**config.mk**
```make
export PLATFORM = sky130hd
export DESIGN_NAME = ram_stream_reader_flat
export DESIGN_NICKNAME = d
export VERILOG_FILES = /design/src/rtl/ram_stream_reader_if.sv /design/src/rtl/ram_stream_reader.sv /design/src/flat_wrapper.sv
export SDC_FILE = /design/constraint.sdc
export NUM_CORES = 1
export LEC_CHECK = 0
export CORE_MARGIN = 3
export CORE_UTILIZATION = 40
export DETAILED_ROUTE_END_ITERATION = 12
export PLACE_DENSITY = 0.73
export SLEW_MARGIN = 20
export SYNTH_ARGS = -nofsm -noshare
export SYNTH_HDL_FRONTEND = slang
export SYNTH_SLANG_ARGS = --single-unit
```
**constraint.sdc**
```tcl
create_clock -name clk -period 2.45 [get_ports clk]
set_input_delay 0.49 -clock clk [delete_from_list [all_inputs] [get_ports clk]]
set_output_delay 0.49 -clock clk [all_outputs]
set_load 0.005 [all_outputs]
```
**src/rtl/ram_stream_reader_if.sv**
```systemverilog
// ram_stream_reader_if: bundles the reader's command, RAM read port and
// stream output. master = the reader, slave = its environment (command
// source, RAM, consumer). With RSR_CHECKSUM_EN defined a checksum output is added.
interface ram_stream_reader_if #(
  parameter int DW = 8,
  parameter int m  = 2
);
  // command side
  logic          start;
  logic [m-1:0]  base_addr;
  logic [m:0]    length;
  // RAM read port (combinational read of ram_addr)
  logic [m-1:0]  ram_addr;
  logic [DW-1:0] ram_rdata;
  // stream output
  logic [DW-1:0] out_data;
  logic          out_valid;
  logic          out_ready;
  // status
  logic          busy;
  logic          done;
`ifdef RSR_CHECKSUM_EN
  logic [DW-1:0] checksum;

  modport master (
    input  start, base_addr, length, ram_rdata, out_ready,
    output ram_addr, out_data, out_valid, busy, done, checksum
  );
  modport slave (
    output start, base_addr, length, ram_rdata, out_ready,
    input  ram_addr, out_data, out_valid, busy, done, checksum
  );
`else
  modport master (
    input  start, base_addr, length, ram_rdata, out_ready,
    output ram_addr, out_data, out_valid, busy, done
  );
  modport slave (
    output start, base_addr, length, ram_rdata, out_ready,
    input  ram_addr, out_data, out_valid, busy, done
  );
`endif
endinterface

```
**src/rtl/ram_stream_reader.sv**
```systemverilog
// ram_stream_reader: walks a range of an async-read RAM and streams each word
// out on a valid/ready port; one beat per 2 cycles, first valid 2 cycles after start.
// Ports: clk, rst (async active-high), bus (ram_stream_reader_if.master):
//   start/base_addr/length command, ram_addr/ram_rdata RAM read port,
//   out_data/out_valid/out_ready stream, busy/done status.
// Optional: define RSR_CHECKSUM_EN to add bus.checksum, the XOR of all
// delivered beats, cleared on every accepted start.
module ram_stream_reader #(
  parameter int DW = 8,
  parameter int m  = 2
) (
  input  logic                 clk,
  input  logic                 rst,
  ram_stream_reader_if.master  bus
);

  typedef enum logic [1:0] {IDLE, FETCH, SEND, DONE} state_t;

  state_t        state, state_nxt;
  logic [m-1:0]  addr_q, addr_nxt;
  logic [m:0]    remaining_q, remaining_nxt;
  logic [DW-1:0] data_q, data_nxt;
  logic          valid_q, valid_nxt;
`ifdef RSR_CHECKSUM_EN
  logic [DW-1:0] csum_q, csum_nxt;
`endif

  always_ff @(posedge clk or posedge rst) begin
    if (rst) begin
      state       <= IDLE;
      addr_q      <= '0;
      remaining_q <= '0;
      data_q      <= '0;
      valid_q     <= 1'b0;
`ifdef RSR_CHECKSUM_EN
      csum_q      <= '0;
`endif
    end else begin
      state       <= state_nxt;
      addr_q      <= addr_nxt;
      remaining_q <= remaining_nxt;
      data_q      <= data_nxt;
      valid_q     <= valid_nxt;
`ifdef RSR_CHECKSUM_EN
      csum_q      <= csum_nxt;
`endif
    end
  end

  always_comb begin
    state_nxt     = state;
    addr_nxt      = addr_q;
    remaining_nxt = remaining_q;
    data_nxt      = data_q;
    valid_nxt     = valid_q;
`ifdef RSR_CHECKSUM_EN
    csum_nxt      = csum_q;
`endif
    case (state)
      IDLE: begin
        if (bus.start) begin
`ifdef RSR_CHECKSUM_EN
          csum_nxt = '0;
`endif
          if (bus.length != '0) begin
            addr_nxt      = bus.base_addr;
            remaining_nxt = bus.length;
            state_nxt     = FETCH;
          end else begin
            // zero-length request: no beats, just the done pulse
            state_nxt = DONE;
          end
        end
      end
      FETCH: begin
        // ram_addr settled last cycle, so the async read data is valid now
        data_nxt  = bus.ram_rdata;
        valid_nxt = 1'b1;
        state_nxt = SEND;
      end
      SEND: begin
        if (bus.out_ready) begin
          valid_nxt = 1'b0;
`ifdef RSR_CHECKSUM_EN
          csum_nxt  = csum_q ^ data_q;
`endif
          if (remaining_q == (m+1)'(1)) begin
            state_nxt = DONE;
          end else begin
            // m-bit add wraps the last location back to 0
            addr_nxt      = addr_q + m'(1);
            remaining_nxt = remaining_q - (m+1)'(1);
            state_nxt     = FETCH;
          end
        end
      end
      DONE: begin
        state_nxt = IDLE;
      end
      default: begin
        state_nxt = IDLE;
      end
    endcase
  end

  assign bus.ram_addr  = addr_q;
  assign bus.out_data  = data_q;
  assign bus.out_valid = valid_q;
  assign bus.busy      = (state != IDLE);
  assign bus.done      = (state == DONE);
`ifdef RSR_CHECKSUM_EN
  assign bus.checksum  = csum_q;
`endif

endmodule

```
**src/flat_wrapper.sv**
```systemverilog
// flat-port wrapper written by rule: the top's interface ports become plain ports
module ram_stream_reader_flat 
#(
  parameter int DW = 8,
  parameter int m  = 2
)
  (clk, rst, bus_start, bus_base_addr, bus_length, bus_ram_rdata, bus_out_ready, bus_ram_addr, bus_out_data, bus_out_valid, bus_busy, bus_done);
  ram_stream_reader_if #(.DW(DW), .m(m)) bus_i ();
  input  logic clk;
  input  logic rst;
  input wire logic [$bits(bus_i.start)-1:0] bus_start;
  input wire logic [$bits(bus_i.base_addr)-1:0] bus_base_addr;
  input wire logic [$bits(bus_i.length)-1:0] bus_length;
  input wire logic [$bits(bus_i.ram_rdata)-1:0] bus_ram_rdata;
  input wire logic [$bits(bus_i.out_ready)-1:0] bus_out_ready;
  output wire logic [$bits(bus_i.ram_addr)-1:0] bus_ram_addr;
  output wire logic [$bits(bus_i.out_data)-1:0] bus_out_data;
  output wire logic [$bits(bus_i.out_valid)-1:0] bus_out_valid;
  output wire logic [$bits(bus_i.busy)-1:0] bus_busy;
  output wire logic [$bits(bus_i.done)-1:0] bus_done;
  assign bus_i.start = bus_start;
  assign bus_i.base_addr = bus_base_addr;
  assign bus_i.length = bus_length;
  assign bus_i.ram_rdata = bus_ram_rdata;
  assign bus_i.out_ready = bus_out_ready;
  assign bus_ram_addr = bus_i.ram_addr;
  assign bus_out_data = bus_i.out_data;
  assign bus_out_valid = bus_i.out_valid;
  assign bus_busy = bus_i.busy;
  assign bus_done = bus_i.done;
  ram_stream_reader #(.DW(DW), .m(m)) u_core (.clk(clk), .rst(rst), .bus(bus_i));
endmodule
```
-- Word level (Yosys, flattened, before mapping)
Cells that the tools add are included.
- register bits after elaboration: 16
- input bits: 17
- output and inout bits: 13
- add/subtract/negate cells: 2
- eq/ne operators: 8
- mux-type cells: 17
- reduce and logical (&&, ||, !) cells: 8
- operators with widths (cell ; count):
    $mux 2 ; 8
    $mux 3 ; 4
    $pmux 2 s4 ; 1
    $ne 2x2->1 const B ; 3
    $pmux 3 s2 ; 1
    $reduce_bool 2->1 ; 3
    $reduce_and 5->1 ; 1
    $eq 2x2->1 const B ; 2
    $pmux 2 s2 ; 1
    $reduce_and 2->1 ; 2
    $eq 3x1->1 const B ; 1
    $reduce_bool 3->1 ; 1
    $sub 3x1->3 const B ; 1
    $add 2x1->2 const B ; 1
    $eq 2x1->1 const B ; 1
    $logic_not 2->1 ; 1
    $ne 2x1->1 const B ; 1
    $pmux 1 s2 ; 1
    $mux 1 ; 1

-- Longest topological paths before layout
Gate-level depths: netlist of the first run.
- depth after elaboration: 4
- gate-level depth with buffers: 6
- gate-level depth less buffers: 6

-- Least setup slack after synthesis of the first run
Ideal clock, no wire load.
- kind: in2reg
- start point: in bus_length[1]
- end point: reg u_core.addr_q[0], in the netlist u_core.bus.ram_addr[0]
- library setup time: 77 ps
- arrival time: 1248 ps
- data required time: 2373 ps
- setup slack: 1125 ps
- stages on the path: 4
- cells stage by stage: or3_4 a32oi_2 a21oi_1 a21oi_1
- word-level cells in the longest chain between the ends: 3
- RTL lines (item ; RTL line ; source):
    from (decl) ; flat_wrapper.sv:13 ; input wire logic [$bits(bus_i.length)-1:0] bus_length;
    $reduce_bool 3->1 ; ram_stream_reader.sv:65 ; if (bus.length != '0) begin
    $ne 2x1->1 (no line) ; -- ;
    $reduce_and 5->1 (no line) ; -- ;
    to (signal assigned) ; ram_stream_reader.sv:40 ; addr_q <= addr_nxt;
    to (decl) ; ram_stream_reader.sv:20 ; logic [m-1:0] addr_q, addr_nxt;
No other way between the ends.
A chain may end at the register's enable or synchronous reset.

-- Final worst setup path of the first run
- start point: reg u_core.state[0]
- end point: out bus_busy
- word-level cells in the longest chain between the ends: 1
- RTL lines (item ; RTL line ; source):
    from (decl) ; ram_stream_reader.sv:19 ; state_t state, state_nxt;
    from (signal assigned) ; ram_stream_reader.sv:39 ; state <= state_nxt;
    $reduce_bool 2->1 ; ram_stream_reader.sv:109 ; assign bus.busy = (state != IDLE);
    to (decl) ; flat_wrapper.sv:19 ; output wire logic [$bits(bus_i.busy)-1:0] bus_busy;
No other way between the ends.

==> results of run 1 <==
==> worst max path at each step <==
stage	startpoint	to	slack, ns	cells after the start
after floorplan	bus_length[1]	u_core.bus.ram_addr[0]	1.12	4
after global placement	bus_length[1]	u_core.remaining_q[0]	0.56	5
after detailed placement	bus_length[1]	u_core.bus.ram_addr[0]	0.57	5
after CTS	u_core.state[0]	bus_busy	0.42	2
after global routing	u_core.state[0]	bus_busy	0.36	2
final	u_core.state[0]	bus_busy	0.43	2
==> power by group through the flow <==
| stage | combinational, mW | clock, mW | sequential (mW) |
|---|---|---|---|
| after global placement | 0.655 | 0 | 0.503 |
| after floorplan | 0.352 | 0 | 0.504 |
| final | 0.656 | 0.167 | 0.500 |
| after global routing | 0.722 | 0.191 | 0.527 |
| after CTS | 0.668 | 0.174 | 0.502 |
| after detailed placement | 0.667 | 0 | 0.509 |
==> worst register-to-register path: stages (launching register included) <==
cell and delay (ns):
dfrtp_1 0.37, inv_1 0.11, ha_1 0.16, nand2b_1 0.09, and2_1 0.21, o2111a_1 0.26
nor3_2 0.14
==> through the flow <==
| step | util, % | power (mW) |
|---|---|---|
| 2_1_floorplan | - | 0.856 |
| 3_3_place_gp | 62.2 | 1.16 |
| 3_5_place_dp | 62.2 | 1.18 |
| 4_1_cts | 64.2 | 1.34 |
| 5_1_grt | 64.2 | 1.44 |
| 6_report | 64.2 | 1.32 |
==> cell type report <==
| cell class | count | area [um2] | share of cell area, % |
|---|---|---|---|
| flip-flops and latches | 16 | 400 | 34.3 |
| multi-input cells | 47 | 392 | 33.5 |
| repair buffers | 30 | 298 | 25.5 |
| clock buffers | 4 | 36.3 | 3.10 |
| well taps | 25 | 31.3 | 2.68 |
| inverters | 3 | 11.3 | 0.964 |
==> sequential cells by signal, summed over array words and instances, names as in the netlist <==
signal and count:
u_core.bus.out_data 8, u_core.remaining_q 3, u_core.bus.ram_addr 2, u_core.state 2, u_core.bus.out_valid 1
==> metal layers <==
metal / GRT usage [%] / vias up / share of wire (%)
met5: 0 / - / 0
met4: 4.04 / 0 / 0.74
met3: 3.79 / 2 / 7.5
met2: 24.7 / 24 / 48
met1: 16.7 / 292 / 43
li1: - / 316 / -
==> layout by cell type (no fill, tap or decap) <==
master / synthesis / routed
or2_2: 1 / 1
a21oi_1: 7 / 7
o2111a_1: 2 / 2
clkbuf_8: 0 / 1
nor2b_4: 1 / 1
a221oi_2: 1 / 1
buf_4: 1 / 1
nor3_2: 3 / 3
nor3b_1: 1 / 1
dfrtp_1: 16 / 16
nor2_1: 2 / 2
inv_1: 3 / 3
a32oi_2: 1 / 1
clkdlybuf4s50_1: 0 / 29
nor3_1: 3 / 3
ha_1: 2 / 2
a211oi_1: 2 / 2
and2_1: 2 / 2
nand2b_1: 2 / 2
and3_4: 1 / 1
o22ai_1: 1 / 1
o32ai_1: 2 / 2
or3_4: 1 / 1
clkbuf_4: 0 / 3
or2b_1: 1 / 1
mux2_1: 8 / 8
nor2b_1: 1 / 1
nand2_1: 2 / 2
==> cell families after synthesis <==
group                      Yosys count
AOI/OAI and AO/OA                   16
and+or+nand+nor                     21
muxes                                8
adders and majority gates            2
DFF                                 16
buffers and inverters                4
==> run_results.csv, run 1 <==
group,metric,value,unit
worst_setup_path,worstSetupStartpointType,"register",
floorplanning,rows,15,
finish,final_area,1170,um2
clock_network,cts-resized-gates,0,
finish,stdcell_count,125,
floorplanning,dieArea,2600,um2
flow_run,maxCapViolCount,0,
pwr,sw_frac_of_total,32.4,%
floorplanning,start_util,44.5,%
sta,slew_headroom,59.5,%
pwr,p_switching,0.429,mW
synth,async_flop_share,100,%
synth,synthCells,67,
clock_network,path_clk_slew,0.09,ns
pwr,power_frac_seq,37.8,%
sta,fmax,496,MHz
synth,ys_top_cells_by_area,"dfrtp_1, mux2_1, a21oi_1, nor3_2, ha_1",
grt,grt_max_degree,17,
routing,drt_wl_total,1620,um
sta,fin_ws,0.434,ns
place,port_buffers,29,
grt,grtUsageTotal,14.1,%
worst_setup_path,required,1.96,ns
routing,post-route-drc-count,0,
synth,synth-xor-area-share,0,%
finish,layout-drive-gt1-share,14.0,%
synth,syn_nets,86,
worst_setup_path,reg2reg_depth,6,
sta,tightest_slew,0.607,ns
worst_setup_path,cp_max_fo,9,
worst_setup_path,r2r_end,"u_core.bus.ram_addr[1]",
synth,synth.top_cell.area_share,49.4,%
grt,antenna_found_initial,0,
sta,setup_viol_count_final,0,
place,gp_congestion,0.862,
synth,synth_compound_area_share,15.7,%
min_path,min_path_type,"register to register",
clock_network,cts_hold_buf,0,
synth,synth_simple_gate_area_share,18.4,%
routing,post_drt_wl_per_cell,12.9,um
worst_setup_path,arrival,1.53,ns
sta,finalCritPeriodShare,82.3,%
worst_setup_path,r2r-start,"u_core.remaining_q[1]",
routing,ant_nets,0,
place,hpwl,1320,um
worst_setup_path,r2r_slack,1.04,ns
synth,netlist_area,811,um2
routing,via_per_inst,5.07,
worst_setup_path,critPathTopFamily,"flip-flops",
pwr,p_int,0.894,mW
min_path,whs_endpoint,"u_core.bus.out_data[4]",
clock_network,cts_setup_buffers,0,
clock_network,clockBufferDepth,2,
synth,synth_top_family_by_area,"simple AND/OR/NAND/NOR gates",
min_path,hp-start,"u_core.bus.out_data[4]",
clock_network,cts.htree.levels,1,
floorplanning,ios,30,
worst_setup_path,cp_slowest_stage_delay,0.49,ns
worst_setup_path,critical_path.cell_chain,"or2_2 > clkdlybuf4s50_1",
sta,skew,0.00385,ns
sta,rsz0062_at_grt,"false",
sta,fin_crit,2.02,ns
pwr,cellPowerDensity,1130,nW/um2
clock_network,cts_made_buffers,3,
synth,synth_fa_ha_area_share,3.09,%
routing,num_vias,634,
grt,grt_pass1_vias,617,
synth,ys_types,25,
place,dpl_worst_slack,0.574,ns
floorplanning,die_x,51.0,um
place,dpl.cell_count,121,
finish,fin_nets,120,
clock_network,cts_tree,"built",
synth,synthTopCellsByCount,"dfrtp_1, mux2_1, a21oi_1",
pwr,ir_drop,0.000510,V
finish,fillers,157,
floorplanning,die_y,51.0,um
worst_setup_path,path_class,"register to output pin",
routing,drtIter0Drc,9,
sta,whs,0.491,ns
synth,postSynthAreaPerCell,12.1,um2
worst_setup_path,cp.buffers_inverters,1,
sta,finalHoldViolCount,0,
synth,ys_seq_area_share,49.4,%
worst_setup_path,cpMaxStageDelayCell,"dfrtp_1",
synth,synth_mux_area_share,11.1,%
synth,synth_edf_count,0,
clock_network,clkLatencyLatePin,0.27,ns
status,outcome,"completed",
synth,ys_ff_latch,16,
synth,synth_flop_cell,"dfrtp_1",
pwr,power_frac_clock,12.6,%
sta,slew_violations,0,
min_path,hold_path_depth,1,
worst_setup_path,crit_path_end_kind,"output pin",
synth,synth.most_common_cell,"dfrtp_1",
grt,overflow,0,
floorplanning,core_region_area,1820,um2
finish,antennaDiodeCount,0,
pwr,total_leakage_power,0.477,nW
synth,yosys.area.top_type,"dfrtp_1",
synth,ys.warnings.count,0,
grt,grt_pass1_wl,2790,um
clock_network,clockRootBuffer,"clkbuf_4",
place,place_area,1130,um2
routing,dr.pass1.iters,4,
sta,setup_tns,0,ns
finish,syn2layout_area_growth,44.1,%
clock_network,cts_sinks,16,
pwr,combinationalPowerShare,49.6,%
No activity file was read; power rests on OpenSTA's default activity.
==> run 2: changes to the inputs <==
--- a/config.mk
+++ b/config.mk
@@ -6,7 +6,7 @@
 export NUM_CORES = 1
 export LEC_CHECK = 0
 export CORE_MARGIN = 3
-export CORE_UTILIZATION = 40
+export CORE_UTILIZATION = 38
 export DETAILED_ROUTE_END_ITERATION = 12
 export PLACE_DENSITY = 0.73
 export SLEW_MARGIN = 20
==> constraint.sdc (replaced) <==
create_clock -name clk -period 1.7 [get_ports clk]
set_input_delay 0.34 -clock clk [delete_from_list [all_inputs] [get_ports clk]]
set_output_delay 0.34 -clock clk [all_outputs]
set_load 0.005 [all_outputs]
==> run_results.csv, run 2 (synthesized netlist as in run 1, its figures left out) <==
group,metric,value,unit
status,outcome,"completed",
clock_network,cts_made_buffers,3,
floorplanning,die_x,52.2,um
finish,fin_nets,125,
worst_setup_path,cp.buffers_inverters,1,
finish,largest_reg_flops,8,
worst_setup_path,critical_path_depth,2,
clock_network,path_clk_slew,0.08,ns
pwr,total_power,1.87,mW
clock_network,cts.htree.levels,1,
worst_setup_path,worstSetupStartpointType,"register",
pwr,combinationalPowerShare,51.6,%
grt,grt_pass1_wl,2860,um
floorplanning,die_y,52.2,um
grt,grt_pass1_vias,676,
grt,antenna_found_initial,0,
routing,dr.pass1.iters,4,
floorplanning,rows,16,
routing,drt_wl_total,1700,um
sta,finalHoldViolCount,0,
floorplanning,start_util,40.9,%
floorplanning,ios,30,
finish,layout-drive-gt1-share,19.2,%
routing,post_drt_wl_per_cell,13.0,um
worst_setup_path,critical_path.cell_chain,"or2_2 > dlygate4sd2_1",
clock_network,clkLatencyLatePin,0.27,ns
pwr,power_frac_clock,9.8,%
worst_setup_path,arrival,1.27,ns
pwr,p_switching,0.631,mW
finish,antennaDiodeCount,0,
pwr,ir_drop,0.000856,V
finish,syn2layout_area_growth,47.5,%
finish,mostFrequentLayoutCells,"clkdlybuf4s50_1, dfrtp_1, mux2_1",
flow_run,maxCapViolCount,0,
worst_setup_path,cp_slowest_stage_delay,0.44,ns
pwr,power_frac_seq,38.6,%
place,port_buffers,29,
finish,final_common_cell,"clkdlybuf4s50_1",
sta,slew_violations,0,
sta,fin_crit,1.61,ns
pwr,p_int,1.24,mW
sta,finalCritPeriodShare,94.8,%
grt,overflow,0,
place,place_area,1170,um2
pwr,total_leakage_power,0.499,nW
sta,rsz0062_at_grt,"false",
grt,grtUsageTotal,13.9,%
clock_network,cts_sinks,16,
clock_network,cts_hold_buf,0,
worst_setup_path,critPathTopFamily,"flip-flops",
clock_network,cts_tree,"built",
worst_setup_path,cpMaxStageDelayCell,"dfrtp_1",
sta,setup_viol_count_final,0,
floorplanning,core_region_area,1980,um2
routing,drtIter0Drc,8,
place,hpwl,1320,um
pwr,cellPowerDensity,1560,nW/um2
routing,via_per_inst,5.24,
finish,final_area,1200,um2
clock_network,cts_setup_buffers,0,
pwr,sw_frac_of_total,33.7,%
floorplanning,dieArea,2720,um2
worst_setup_path,reg2reg_depth,5,
sta,skew,0.00220,ns
clock_network,clockRootBuffer,"clkbuf_4",
routing,num_vias,687,
worst_setup_path,path_class,"register to output pin",
sta,slew_headroom,70.7,%
clock_network,clockBufferDepth,2,
min_path,min_path_type,"input port to async pin",
routing,post-route-drc-count,0,
grt,grt_max_degree,17,
worst_setup_path,required,1.36,ns
place,gp_congestion,0.796,
sta,fmax,621,MHz
routing,ant_nets,0,
worst_setup_path,cp_max_fo,5,
worst_setup_path,crit_path_end_kind,"output pin",
sta,tightest_slew,0.438,ns
run 2: changes by cell type in the layout (fill, tap and decap cells not counted), sizes merged:
cell           previous run  this run
clkdlybuf4s50            29        27
dlygate4sd2               0         2
clkbuf                    4         3
buf                       1         6
run 2: cell type report:
| cell class | count | area [um2] |
|---|---|---|
| Inverter | 3 | 11.3 |
| Sequential cell | 16 | 402 |
| Fill cell | 170 | 786 |
| Tap cell | 27 | 33.8 |
| Timing Repair Buffer | 35 | 333 |
| Multi-Input combinational cell | 47 | 394 |
| Clock buffer | 3 | 22.5 |
run 2: what timing repair did:
item                       in CTS  in global routing
gates resized for setup         3                  1
setup endpoints to repair       2                  6
pin swaps                       1                  0
run 2: power groups by stage:
stage          combinational [mW]  clock, mW  sequential, mW
2_1_floorplan               0.507          0           0.726
3_3_place_gp                0.966          0           0.713
3_5_place_dp                0.987          0           0.723
4_1_cts                     0.975      0.196           0.720
5_1_grt                      1.07      0.219           0.751
6_report                    0.966      0.183           0.721
run 2: path summary, 6_finish.rpt:
| check | end | from | slack, ns |
|---|---|---|---|
| min | u_core.bus.out_valid | rst | 0.37 |
| max in group asynchronous | u_core.state[1] | rst | 1.14 |
| min in group clk | u_core.bus.out_data[0] | u_core.bus.out_data[0] | 0.49 |
| min reg2reg | u_core.bus.out_data[0] | u_core.bus.out_data[0] | 0.49 |
| max reg2reg | u_core.remaining_q[2] | u_core.state[0] | 0.15 |
| max | bus_busy | u_core.state[0] | 0.09 |
run 2: tightest hold or removal path: stages:
cell and delay [ns]:
clkdlybuf4s50_1 0.40, inv_1 0.05, buf_4 0.22
run 2: routing by layer:
layer	track usage (%)	up-vias	wire length, um
li1	-	325	-
met1	17.6	329	761
met5	0	-	0
met2	22.4	29	765
met3	2.85	4	148
met4	6.81	0	23
run 2: metrics by stage:
stage | setup slack, ns | setup TNS, ns | util (%) | hold slack (ns) | instances
after floorplan | 0.425 | 0 | - | 0.254 | 67
after global placement | -0.0862 | -0.170 | 59.2 | 0.467 | 128
after detailed placement | -0.0970 | -0.295 | 59.2 | 0.478 | 128
after CTS | 0.0615 | 0 | 60.2 | 0.372 | 131
after global routing | 0.0260 | 0 | 60.4 | 0.393 | 131
final | 0.0887 | 0 | 60.4 | 0.372 | 131
